==> src/rtl/uart_pkg.sv <==
// Shared UART transmit definitions: FSM state encodings, payload width, line levels and parity.
// UART_TX_BREAK_EN adds the BREAK state encoding.
package uart_pkg;

    localparam int DATA_W = 4;

    localparam logic LINE_IDLE  = 1'b1;
    localparam logic LINE_START = 1'b0;
    localparam logic LINE_STOP  = 1'b1;

    typedef enum logic [2:0] {
        ST_IDLE   = 3'd0,
        ST_START  = 3'd1,
        ST_DATA   = 3'd2,
        ST_PARITY = 3'd3,
`ifdef UART_TX_BREAK_EN
        ST_STOP   = 3'd4,
        ST_BREAK  = 3'd5
`else
        ST_STOP   = 3'd4
`endif
    } tx_state_e;

    // Odd parity: ones in payload plus parity bit always total an odd number.
    function automatic logic odd_parity(input logic [DATA_W-1:0] d);
        return ~(^d);
    endfunction

endpackage

==> src/rtl/uart_baud_tick.sv <==
// Bit-period counter: tick is high in the final clock cycle of each serial bit.
// clear holds the count at zero so the next bit starts a full period.
module uart_baud_tick #(
    parameter int CLKS_PER_BIT = 1
) (
    input  logic clk,
    input  logic reset,
    input  logic clear,
    output logic tick
);

    localparam logic [7:0] LAST_CNT = 8'(CLKS_PER_BIT - 1);

    logic [7:0] cnt_r;

    // Count 0..CLKS_PER_BIT-1, reloading at every bit boundary or when cleared.
    always_ff @(posedge clk or posedge reset) begin
        if (reset) begin
            cnt_r <= 8'd0;
        end else if (clear || tick) begin
            cnt_r <= 8'd0;
        end else begin
            cnt_r <= cnt_r + 8'd1;
        end
    end

    assign tick = (cnt_r == LAST_CNT);

endmodule

==> src/rtl/uart_parity_odd_tx.sv <==
// 4-bit UART transmitter with odd parity, MSB first, one stop bit.
// Define UART_TX_BREAK_EN to enable the send_break line-break feature.
import uart_pkg::*;

module uart_parity_odd_tx #(
    parameter int CLKS_PER_BIT = 1,
    parameter int BREAK_BITS   = 8
) (
    input  logic              clk,
    input  logic              reset,
    input  logic [DATA_W-1:0] data,
    input  logic              send,
    input  logic              send_break,
    output logic              ready,
    output logic              tx,
    output logic              done
);

    localparam logic [7:0] LAST_BRK = 8'(BREAK_BITS - 1);

    tx_state_e         state_r;
    tx_state_e         state_s;
    logic [1:0]        idx_r;
    logic [1:0]        idx_s;
    logic [DATA_W-1:0] data_r;
    logic              tx_r;
    logic              tx_s;
    logic              tick_s;
    logic              clear_s;
    logic              accept_data_s;
`ifdef UART_TX_BREAK_EN
    logic              accept_brk_s;
    logic [7:0]        brk_cnt_r;
`else
    logic              unused_s;

    assign unused_s = ^{send_break, LAST_BRK};
`endif

    // The bit timer idles at zero so an accepted frame gets a full start bit.
    assign clear_s = (state_r == ST_IDLE);

    uart_baud_tick #(
        .CLKS_PER_BIT (CLKS_PER_BIT)
    ) u_baud (
        .clk   (clk),
        .reset (reset),
        .clear (clear_s),
        .tick  (tick_s)
    );

    // Next-state, handshake decode and request acceptance.
    always_comb begin
        state_s       = state_r;
        idx_s         = idx_r;
        ready         = 1'b0;
        done          = 1'b0;
        accept_data_s = 1'b0;
`ifdef UART_TX_BREAK_EN
        accept_brk_s  = 1'b0;
`endif
        case (state_r)
            ST_IDLE: begin
                ready = 1'b1;
            end
            ST_START: begin
                if (tick_s) begin
                    state_s = ST_DATA;
                    idx_s   = 2'd3;
                end else begin
                    state_s = ST_START;
                end
            end
            ST_DATA: begin
                if (tick_s) begin
                    if (idx_r == 2'd0) begin
                        state_s = ST_PARITY;
                    end else begin
                        idx_s = idx_r - 2'd1;
                    end
                end else begin
                    idx_s = idx_r;
                end
            end
            ST_PARITY: begin
                if (tick_s) begin
                    state_s = ST_STOP;
                end else begin
                    state_s = ST_PARITY;
                end
            end
            ST_STOP: begin
                if (tick_s) begin
                    state_s = ST_IDLE;
                    ready   = 1'b1;
                    done    = 1'b1;
                end else begin
                    state_s = ST_STOP;
                end
            end
`ifdef UART_TX_BREAK_EN
            ST_BREAK: begin
                if (tick_s && (brk_cnt_r == LAST_BRK)) begin
                    state_s = ST_IDLE;
                    ready   = 1'b1;
                    done    = 1'b1;
                end else begin
                    state_s = ST_BREAK;
                end
            end
`endif
            default: begin
                state_s = ST_IDLE;
            end
        endcase

        // A request accepted in a frame's final cycle chains without an idle gap.
        if (ready) begin
`ifdef UART_TX_BREAK_EN
            if (send_break) begin
                accept_brk_s = 1'b1;
                state_s      = ST_BREAK;
            end else if (send) begin
                accept_data_s = 1'b1;
                state_s       = ST_START;
            end else begin
                accept_data_s = 1'b0;
            end
`else
            if (send) begin
                accept_data_s = 1'b1;
                state_s       = ST_START;
            end else begin
                accept_data_s = 1'b0;
            end
`endif
        end else begin
            accept_data_s = 1'b0;
        end
    end

    // Line level for the upcoming cycle, registered below so tx never glitches.
    always_comb begin
        tx_s = LINE_IDLE;
        case (state_s)
            ST_IDLE:   tx_s = LINE_IDLE;
            ST_START:  tx_s = LINE_START;
            ST_DATA:   tx_s = data_r[idx_s];
            ST_PARITY: tx_s = odd_parity(data_r);
            ST_STOP:   tx_s = LINE_STOP;
`ifdef UART_TX_BREAK_EN
            ST_BREAK:  tx_s = LINE_START;
`endif
            default:   tx_s = LINE_IDLE;
        endcase
    end

    // FSM state, shift index, payload latch and serial line register.
    always_ff @(posedge clk or posedge reset) begin
        if (reset) begin
            state_r <= ST_IDLE;
            idx_r   <= 2'd0;
            data_r  <= {DATA_W{1'b0}};
            tx_r    <= LINE_IDLE;
        end else begin
            state_r <= state_s;
            idx_r   <= idx_s;
            tx_r    <= tx_s;
            if (accept_data_s) begin
                data_r <= data;
            end else begin
                data_r <= data_r;
            end
        end
    end

`ifdef UART_TX_BREAK_EN
    // Counts elapsed bit times while the break holds the line low.
    always_ff @(posedge clk or posedge reset) begin
        if (reset) begin
            brk_cnt_r <= 8'd0;
        end else if (accept_brk_s) begin
            brk_cnt_r <= 8'd0;
        end else if ((state_r == ST_BREAK) && tick_s) begin
            brk_cnt_r <= brk_cnt_r + 8'd1;
        end else begin
            brk_cnt_r <= brk_cnt_r;
        end
    end
`endif

    assign tx = tx_r;

endmodule

==> config.mk <==
export PLATFORM = sky130hd
export DESIGN_NAME = uart_parity_odd_tx
export DESIGN_NICKNAME = d
export VERILOG_FILES = /design/src/rtl/uart_pkg.sv /design/src/rtl/uart_baud_tick.sv /design/src/rtl/uart_parity_odd_tx.sv
export SDC_FILE = /design/constraint.sdc
export NUM_CORES = 1
export LEC_CHECK = 0
export CORE_MARGIN = 2
export CORE_UTILIZATION = 35
export DETAILED_ROUTE_END_ITERATION = 8
export MAX_ROUTING_LAYER = met4
export SYNTH_ARGS = -nofsm -noshare
export SYNTH_HDL_FRONTEND = slang
export SYNTH_HIERARCHICAL = 1
export SYNTH_SLANG_ARGS = --single-unit
==> constraint.sdc <==
create_clock -name clk -period 2.7 [get_ports clk]
set_input_delay 0.27 -clock clk [delete_from_list [all_inputs] [get_ports clk]]
set_output_delay 0.27 -clock clk [all_outputs]
set_load 0.03 [all_outputs]
==> reports/summary.md <==
After detailed routing, no signal wire sits above met4. The final core utilization is 43.3%. The fraction of layout instances using a drive strength above 1 was 18.9%. Number of antenna repair diodes: 0. Global routing finished with a remaining overflow of 0. For the portion of total power attributed to combinational logic, the log shows 44.3%.

The portion of netlist area occupied by mux cells was 5.25%; the width of the chip was 58.7 um. Input and output buffers added on the ports amount to 9. Wire segments on met2 add up to 768 um in the final route. The analysis attributes to cell leakage a power of 0.518 nW.

The share of the Yosys chip area taken by registers is 43.1%. Of all nets on the critical path, the largest fanout is 10. After synthesis the netlist holds a flip-flop and latch count of 18. The number of design rule violations left after detail routing came out at 0.

Worst-case setup margin in the final layout: 0.128 ns. Across every metal layer, demand over resource in global routing totals 11.7%. The worst setup path is captured at a register.

Vias per cell: 5.29. The worst setup path is launched from a register. Master of the slowest instance on the critical path: or4b_4. The first detailed-routing pass ran for 3 iterations.

In the post-synthesis netlist, the biggest area contributors are dfrtp_1 41%, inv_1 4.3%, mux2_1 4.3%, buf_6 3.2%, o41ai_4 2.6%. The number of endpoints with negative hold slack in the final report is 0, and the depth of the CTS H-tree is 1. Counting every net in the synthesized netlist gives 109. For the final routed database, the setup TNS stands at 0 ns.

The number of different library cells used by synthesis comes to 39. The tools report the origin of the worst setup path as u_baud/cnt_r[1]. The path class of the tightest hold or removal check is primary input to async pin. The setup slack on the worst flop-to-flop path was 0.13 ns; the clock latency reported for the late side of the worst-skew pair was 0.30 ns.

The critical path ends at tx. The delay contributed by the slowest stage of the critical path was 0.48 ns. In this run the remaining antenna-violating nets after routing total 0. The simple-gate share of the synthesized area is 22.7%. The worst reg-to-reg path cell count was 10. The cell accounting for the most synthesized area is dfrtp_1.

Clock transition time at the flip-flop clock pins of the worst setup and hold paths: 0.10 ns. The worst slew margin relative to its limit was 70.5%; the area fraction in compound gates after synthesis was 14.1%. Clock skew on the completed layout was measured at 0.00325 ns. The average cell area after synthesis is 10.6 um^2.

The tools report the initial core utilization as 37.4%. The parity-gate share of the synthesized area counting xor and xnor cells came out at 5.01%. The tools report the maximum count of clock buffers along a single path as 2.

For the pin with the worst max-slew slack, the measured transition is 0.441 ns. Synthesis-to-finish area growth: 15.9%. The synthesis warning total is 6.

The logic depth of the worst path, buffers included works out to 10. The signal on the critical path passes through inv_1 -> ha_1 -> or4b_4 -> nor4_2 -> buf_4 -> and3b_2 -> mux2i_4 -> nand2_1 -> a311oi_1 -> a21oi_1. In the layout the commonest cells are 17 x dfrtp_1, 12 x inv_1, 7 x clkdlybuf4s50_1, 6 x nor2_1, 5 x a21oi_1.

The logs give 19 for the floorplan row count and 2810 um^2 for the area of the core. The run gives 0 as the number of setup violations in the final report. The share of synthesized flip-flops with an asynchronous set or reset works out to 100%. The number of pins exceeding their max-slew limit in the final report is 0, and the arrival time at the worst endpoint is 2.79 ns. The final weighted congestion in routability-driven placement came out at 0.787.

The period utilization works out to 95.3%. The tools report the wire length of the first global-routing pass as 2990 um. In this run the cell area of the synthesized design comes to 1050 um^2.

The run gives 122 as the net total in the final layout. Timing analysis after detailed placement gives a worst setup slack of 0.151 ns. The detailed-placement wirelength estimate was 1340 um. In the final routed layout, each cell accounts on average for 12.0 um. The number of synthesized flops with an enable pin works out to 0. The post-synthesis share of cell area spent on full adders, half adders and majority gates was 2.39%; the power density of the placed cells was 902 nW/um^2.

Leaving out fill and tap cells, the most frequent cell in the layout is dfrtp_1. Die span in y: 58.7 um. The logs give 1.10 mW for the power after layout and 15.3% for the clock network fraction of design power.

The largest family of logic cells by synthesized area is simple AND/OR/NAND/NOR gates. The startpoint of the most critical register-to-register path is u_baud/cnt_r[1]. Broken down by cell family, the worst path's largest delay share belongs to simple AND/OR/NAND/NOR gates. The root buffer cell chosen for the clock tree is clkbuf_4. The critical path is of the register to register type. The critical path contains buffers and inverters numbering 2 combined. The run gives 0 as the number of antenna violations at the first check in global routing. Pin placement for this block handled 11 I/O pins.

The reported net switching power was 0.422 mW. The flow ran to the end, and the final reports show no timing, DRC or antenna violations. After clock tree synthesis, the repair step resized 0 gates. TritonCTS built the clock tree.

Switching share of power: 38.6%. For the buffer count from post-CTS setup fixing, the log shows 0. The tools report the maximum vdd ir drop as 0.641 mV. Summed over all nets, wire length on met3 after detailed routing comes to 57 um. Setup repair after global routing left no endpoint under its margin. The final route contains 751 vias.

After the first detailed-routing iteration, the DRC count stood at 6. The count of clock tree sinks is 18, and the instance count of the mapped netlist is 99. For this run, the top clock speed supported by timing is 389 MHz. Buffers inserted to repair hold after CTS numbered 0. The total wirelength of the detailed-routed design came out at 1710 um. Entering global routing, the biggest net connects 13 pins. The dominant synthesized flop cell is dfrtp_1. Across the run, the number of max-cap violations was 0.

The run gives 0.673 mW as the internal power. The routed metal-1 wirelength was 854 um; the share of total power in sequential cells was 40.3%. The number of global-route vias before repair is 729. The clock period minus worst slack came out at 2.57 ns. The area enclosed by the die boundary came out at 3450 um^2. The number of buffers created by CTS was 3; the share of the synthesized area in the top cell type was 40.6%.

The required arrival time at the worst endpoint came out at 2.92 ns. The worst register-to-register path ends at tx.
kinds of logic (layout without fill, tap and decap cells):
group	Yosys count	count (layout)
buf+inv	15	27
mux	5	5
simple gates	35	35
xor+xnor	6	6
compound gates	18	18
fa+ha+maj	2	2
flops	18	18
power groups by stage:
stage | combinational (mW) | clock, mW | sequential (mW)
2_1_floorplan | 0.427 | 0 | 0.410
3_3_place_gp | 0.455 | 0 | 0.444
3_5_place_dp | 0.464 | 0 | 0.445
4_1_cts | 0.465 | 0.170 | 0.439
5_1_grt | 0.532 | 0.178 | 0.458
6_report | 0.486 | 0.168 | 0.442
per-layer routing:
layer / vias up / track usage [%]
met5: - / -
met4: 0 / 6.82
met3: 4 / 1.32
met2: 11 / 17.5
met1: 357 / 15.3
li1: 379 / -
worst min-delay path by stage:
stage	to	depth (start not counted)	from	slack (ns)
after CTS	u_baud/cnt_r[2]	2	reset	0.24
after global placement	data_r[2]	1	data_r[2]	0.53
after floorplan	u_baud/cnt_r[0]	1	reset	0.09
after detailed placement	data_r[2]	1	data_r[2]	0.53
after global routing	u_baud/cnt_r[3]	2	reset	0.26
final	u_baud/cnt_r[2]	2	reset	0.23
cell usage after synthesis (all sizes together), types with 3 or more instances:
library cell / number
a21oi: 5
buf: 3
dfrtp: 17
inv: 12
mux2: 4
nand2: 4
nand3: 4
nor2: 6
nor3b: 3
o21ai: 4
or3: 3
xnor2: 3
xor2: 3
layout make-up:
class                   instances  area, um^2
repair buffers                 11         100
multi-input cells              66         543
fillers                       280        1590
inverters                      12        45.0
flip-flops and latches         18         452
well taps                      31        38.8
clock buffers                   4        36.3
metrics by stage:
step	cells	area, um^2	hold WS [ns]
after detailed placement	138	1170	0.530
after CTS	142	1200	0.241
after floorplan	99	1060	0.0857
after global placement	138	1170	0.526
final	142	1210	0.232
after global routing	142	1210	0.265
flip-flops by register name (all words and copies together), names as in the netlist:
signal	count
data_r	4
idx_r	2
state_r	3
tx	1
u_baud/cnt_r	8
No activity file was read; power rests on OpenSTA's default activity.
